**src/rtl/abs_val.sv**
```systemverilog
// Operand conditioning for the iterative signed divider: registers |N|, |D|,
// the quotient sign and divide-by-zero / most-negative status, one cycle after start.
module abs_val #(
  parameter int WIDTH = 32
) (
  input  logic             ck,
  input  logic             rst_n,
  input  logic             start,
  input  logic [WIDTH-1:0] N,
  input  logic [WIDTH-1:0] D,
  output logic [WIDTH-1:0] Np,
  output logic [WIDTH-1:0] Dp,
  output logic             sign,
  output logic             valid,
  output logic             dzero,
  output logic             nmin
);

  localparam logic [WIDTH-1:0] MOST_NEG = {1'b1, {(WIDTH-1){1'b0}}};
  localparam logic [WIDTH-1:0] ONE      = {{(WIDTH-1){1'b0}}, 1'b1};

  // Two's complement magnitude; the most-negative value maps to 2^(WIDTH-1),
  // which is exact once the result is read as unsigned.
  function automatic logic [WIDTH-1:0] magnitude(input logic signed [WIDTH-1:0] x);
    logic [WIDTH-1:0] ux;
    ux = x;
    return ux[WIDTH-1] ? (~ux + ONE) : ux;
  endfunction

  logic signed [WIDTH-1:0] n_p0, d_p0;
  logic [WIDTH-1:0]        nmag_p0, dmag_p0;
  logic                    sign_p0, dzero_p0, nmin_p0;

  logic [WIDTH-1:0]        nmag_p1, dmag_p1;
  logic                    sign_p1, dzero_p1, nmin_p1, vld_p1;

  // Stage p0: combinational negation and flag decode from the raw operands
  always_comb begin
    n_p0     = N;
    d_p0     = D;
    nmag_p0  = magnitude(n_p0);
    dmag_p0  = magnitude(d_p0);
    sign_p0  = n_p0[WIDTH-1] ^ d_p0[WIDTH-1];
    dzero_p0 = (D == '0);
    nmin_p0  = (N == MOST_NEG) | (D == MOST_NEG);
  end

  // Stage p1: output registers, loaded only on start
  always_ff @(posedge ck or negedge rst_n) begin
    if (!rst_n) begin
      vld_p1   <= 1'b0;
      nmag_p1  <= '0;
      dmag_p1  <= '0;
      sign_p1  <= 1'b0;
      dzero_p1 <= 1'b0;
      nmin_p1  <= 1'b0;
    end else begin
      vld_p1 <= start;
      if (start) begin
        nmag_p1  <= nmag_p0;
        dmag_p1  <= dmag_p0;
        sign_p1  <= sign_p0;
        dzero_p1 <= dzero_p0;
        nmin_p1  <= nmin_p0;
      end
    end
  end

  assign Np    = nmag_p1;
  assign Dp    = dmag_p1;
  assign sign  = sign_p1;
  assign valid = vld_p1;
  assign dzero = dzero_p1;
  assign nmin  = nmin_p1;

endmodule

```
**config.mk**
```make
export PLATFORM = sky130hd
export DESIGN_NAME = abs_val
export DESIGN_NICKNAME = d
export VERILOG_FILES = /design/src/rtl/abs_val.sv
export SDC_FILE = /design/constraint.sdc
export NUM_CORES = 1
export LEC_CHECK = 0
export BUFFER_PORTS_ARGS = -buffer_cell sky130_fd_sc_hd__buf_2
export CAP_MARGIN = 25
export CORE_MARGIN = 2
export CORE_UTILIZATION = 54
export DETAILED_ROUTE_END_ITERATION = 8
export PLACE_DENSITY_LB_ADDON = 0.1
export SETUP_SLACK_MARGIN = 0.3
export SYNTH_ARGS = -nofsm -noshare
export SYNTH_HDL_FRONTEND = slang
export SYNTH_SLANG_ARGS = --single-unit
```
**constraint.sdc**
```tcl
create_clock -name ck -period 1.4 [get_ports ck]
set_clock_uncertainty 0.1 [all_clocks]
set_input_delay 0.07 -clock ck [delete_from_list [all_inputs] [get_ports ck]]
set_output_delay 0.07 -clock ck [all_outputs]
set_load 0.005 [all_outputs]
```
==> results.yml, run 1 <==
outcome:
  error: "[ERROR DPL-0033] detailed placement checks failed during check placement."
  lastStage: "4_1_cts"
  status: "aborted with a tool error"
clock_tree:
  cts_resized: 103
  root_buffer: "clkbuf_8"
  cts_sinks: 68
  clk_path_buf_depth: 2
  htreeDepth: 3
  cts_hold_buffers: 10
  post_cts_buffers: 17
  cts_buffers: 9
placed_design:
  gp_congestion: 0.831
  port_buffers: 134
  place_worst_setup_slack_ns: -0.852
  dp.cells: 706
  place_hpwl_mm: 8.31
yosys:
  synthesis.nets: 480
  postSynthCellCount: 411
  async_reset_ff_share_pct: 100
  seq_area_frac_synth_pct: 45.0
  ys_top_cells_by_area: "dfrtp_1 (45%), xor2_1 (13%), a21oi_1 (7.9%), nor2_1 (6.8%), o31ai_1 (4.0%)"
  synth_common_cells: "dfrtp_1 (68), nor2_1 (68), a21oi_1 (60)"
  synth_edf_count: 0
  synth_area_um2: 3780
  synthFlopType: "dfrtp_1"
  ys_ff_latch: 68
  netlist-cell-type-count: 37
  syn-mean-instance-area_um2: 9.20
  ys.warnings.count: 0
  yosys.area.top_type_share_pct: 45.0
  yosys.area.top_type: "dfrtp_1"
floorplan:
  die_x_um: 87.7
  initial_core_util_pct: 55.6
  die_y_um: 87.7
  rows: 30
  ios: 135
-- kinds of logic after synthesis --
logic type | Yosys count | synth area share, %
compound gates | 114 | 19.5
xor+xnor | 59 | 13.7
fa+ha+maj | 2 | 0.662
buf+inv | 33 | 3.44
flops | 68 | 45.0
mux | 5 | 1.42
simple gates | 130 | 16.3
-- stage by stage --
| stage | cell area (um2) | setup TNS (ns) |
|---|---|---|
| global placement | 5670 | -20.14 |
| detailed placement | 5670 | -21.99 |
| floorplan | 4290 | -12.46 |
==> run 2: changes to the inputs <==
- CORE_UTILIZATION: 54 -> 40
- PLACE_DENSITY_LB_ADDON: 0.1 -> 0.15
- SETUP_SLACK_MARGIN: 0.3 -> not set
==> run 2 against run 1 <==
Net effect:
- the flow now finishes, with violations (setup timing)
- synthesized area unchanged
- synthesized cell count unchanged
==> results.yml, run 2 <==
worst_setup_path:
  cp_cell_sequence: "buf_6 -> or4_4 -> or3_4 -> or4_4 -> o41ai_2"
  arrival_ns: 1.86
  cp-end-kind: "register"
  worst_path_most_repeated_cell: "or4_4"
  path_buf_inv: 1
  reg2reg_from: "nmin$_DFFE_PN0P_"
  startpoint_type: "primary input"
  required_ns: 1.56
  crit_path_max_incr_delay_ns: 0.55
  worstSetupPathType: "in -> reg"
  cp-startpoint: "D[15]"
  crit_family: "simple AND/OR/NAND/NOR gates"
  critPathMaxFanout: 7
  crit_path_top_delay_cell: "or4_4"
placed_design:
  port_buffers: 134
  place_worst_setup_slack_ns: -0.823
  post_dp_cell_area_um2: 5650
  dp.cells: 724
  place_hpwl_mm: 8.46
  gp_congestion: 0.806
clock_tree:
  clkSlewWorstSetupHoldPaths_ns: 0.08
  cts_tree: "built"
  clk_path_buf_depth: 2
  htreeDepth: 3
  cts_buffers: 9
  cts_sinks: 68
  clk_latency_ns: 0.36
  root_buffer: "clkbuf_8"
global_route:
  grt_pass1_vias: 3998
  grt_max_degree: 38
  grt_pass1_wl_mm: 19.0
  gr-usage-all-layers_pct: 23.9
  antenna_found_initial: 0
  overflow: 0
floorplan:
  dieArea_um2: 10200
  die_x_um: 101
  initial_core_util_pct: 41.1
  core_area_um2: 9200
  die_y_um: 101
  ios: 135
  rows: 35
yosys:
  ys_ff_latch: 68
  postSynthCellCount: 411
  ys_top_cells_by_area: "dfrtp_1 (45%), xor2_1 (13%), a21oi_1 (7.9%), nor2_1 (6.8%), o31ai_1 (4.0%)"
  async_reset_ff_share_pct: 100
  seq_area_frac_synth_pct: 45.0
  synth_area_um2: 3780
  netlist-cell-type-count: 37
  synthesis.nets: 480
  ys.warnings.count: 0
  syn-mean-instance-area_um2: 9.20
  synth_common_cells: "dfrtp_1 (68), nor2_1 (68), a21oi_1 (60)"
  yosys.area.top_type: "dfrtp_1"
  synth_edf_count: 0
  synthFlopType: "dfrtp_1"
  yosys.area.top_type_share_pct: 45.0
final_layout:
  final_common_cell: "buf_2"
  layout.nets: 717
  final_cells: 764
  drive_gt1_share_pct: 49.9
  n_antenna_cell: 0
  syn2layout_area_growth_pct: 70.2
  design_area_um2: 6430
  layout_common_cells: "buf_2 (123), buf_4 (99), dfrtp_1 (68), nor2_1 (67), a21oi_1 (60)"
run:
  drv_cap: 0
route:
  dr_wl_met2_mm: 5.96
  maxUsedRoutingLayer: "met4"
  wirelength_mm: 12.0
  wl_per_cell_um: 15.7
  ant_nets: 0
  first_iter_violations: 104
  vias: 3963
  drt-met1-wl_mm: 5.17
  dr.pass1.iters: 4
  wl_met3_um: 620
  drc: 0
  viasPerCell: 5.19
timing:
  worst_pin_slew_ns: 0.432
  setup_violations: 21
  rsz0062_at_grt: "true"
  hold_violations: 0
  fin_setup_tns_ns: -3.88
  finalCriticalPeriod_ns: 1.70
  max_freq_mhz: 588
  whs_ns: 0.0212
  setup_ws_ns: -0.300
  slew_viol_final: 0
  min_period_over_period_pct: 121
  relSlewSlack_pct: 71.2
outcome:
  violations: "setup timing"
  status: "complete, but fails checks"
worst_hold_path:
  hold_class: "in -> reg"
  hp-start: "N[15]"
pwr:
  leakage_nw: 2.96
  ir_drop_mv: 0.624
  powerDensity_nw_per_um2: 860
## run 2: final timing paths
| path | slack (ns) | end | cells past startpoint |
|---|---|---|---|
| min reg2reg | 0.40 | Np[31]$_DFFE_PN0P_ | 1 |
| min | 0.02 | Np[15]$_DFFE_PN0P_ | 4 |
| max reg2reg | 0.53 | nmin$_DFFE_PN0P_ | 2 |
| max | -0.30 | dzero$_DFFE_PN0P_ | 5 |
| max in group asynchronous | 0.61 | Dp[9]$_DFFE_PN0P_ | 3 |
| min in group asynchronous | 0.05 | Np[10]$_DFFE_PN0P_ | 2 |
## run 2: timing repair
action                                  in CTS  in global routing
cloned                                       1                  0
pin swaps                                   18                 27
buffers inserted                             7                  8
hold endpoints to repair                    77                  0
endpoints found under the setup margin      27                 36
resized for setup                           23                 46
hold buffers                                 8                  0
## run 2: routing by layer
layer	up-vias	GRT usage, %
li1	1942	-
met1	1917	28.9
met2	88	41.5
met3	16	5.38
met4	0	9.04
met5	-	0
## run 2: power breakdown
part	total [mW]	switching [mW]	internal [mW]
clock	1.84	0.791	1.05
sequential	2.31	0.124	2.19
combinational	1.38	0.687	0.693
total	5.53	1.60	3.93
## run 2: cell type report
| class | instances | area [um2] |
|---|---|---|
| clock buffer | 12 | 145 |
| clock inverter | 4 | 72.6 |
| fill | 692 | 2760 |
| inverter | 6 | 40.0 |
| multi-input combinational | 311 | 2570 |
| sequential | 68 | 1700 |
| tap | 111 | 139 |
| timing repair buffer | 252 | 1760 |
## run 2: metrics by stage
step,total power [mW],utilization [%]
after floorplan,2.86,-
after CTS,5.52,67.0
after global placement,3.59,61.4
after global routing,5.82,70.0
after detailed placement,3.62,61.4
final,5.53,70.0
## run 2: cell families after synthesis
group | after synthesis | synth area share (%)
AOI/OAI and AO/OA | 114 | 19.5
xor gates and xnor gates | 59 | 13.7
adders and majority gates | 2 | 0.662
buffers and inverters | 33 | 3.44
DFF | 68 | 45.0
muxes | 5 | 1.42
and+or+nand+nor | 130 | 16.3
## run 2: worst min-delay path: stages
cell and delay, ns:
buf_2 0.10, buf_4 0.11, xor2_1 0.05, a21oi_1 0.11
Power figures use the tool's default switching activity.
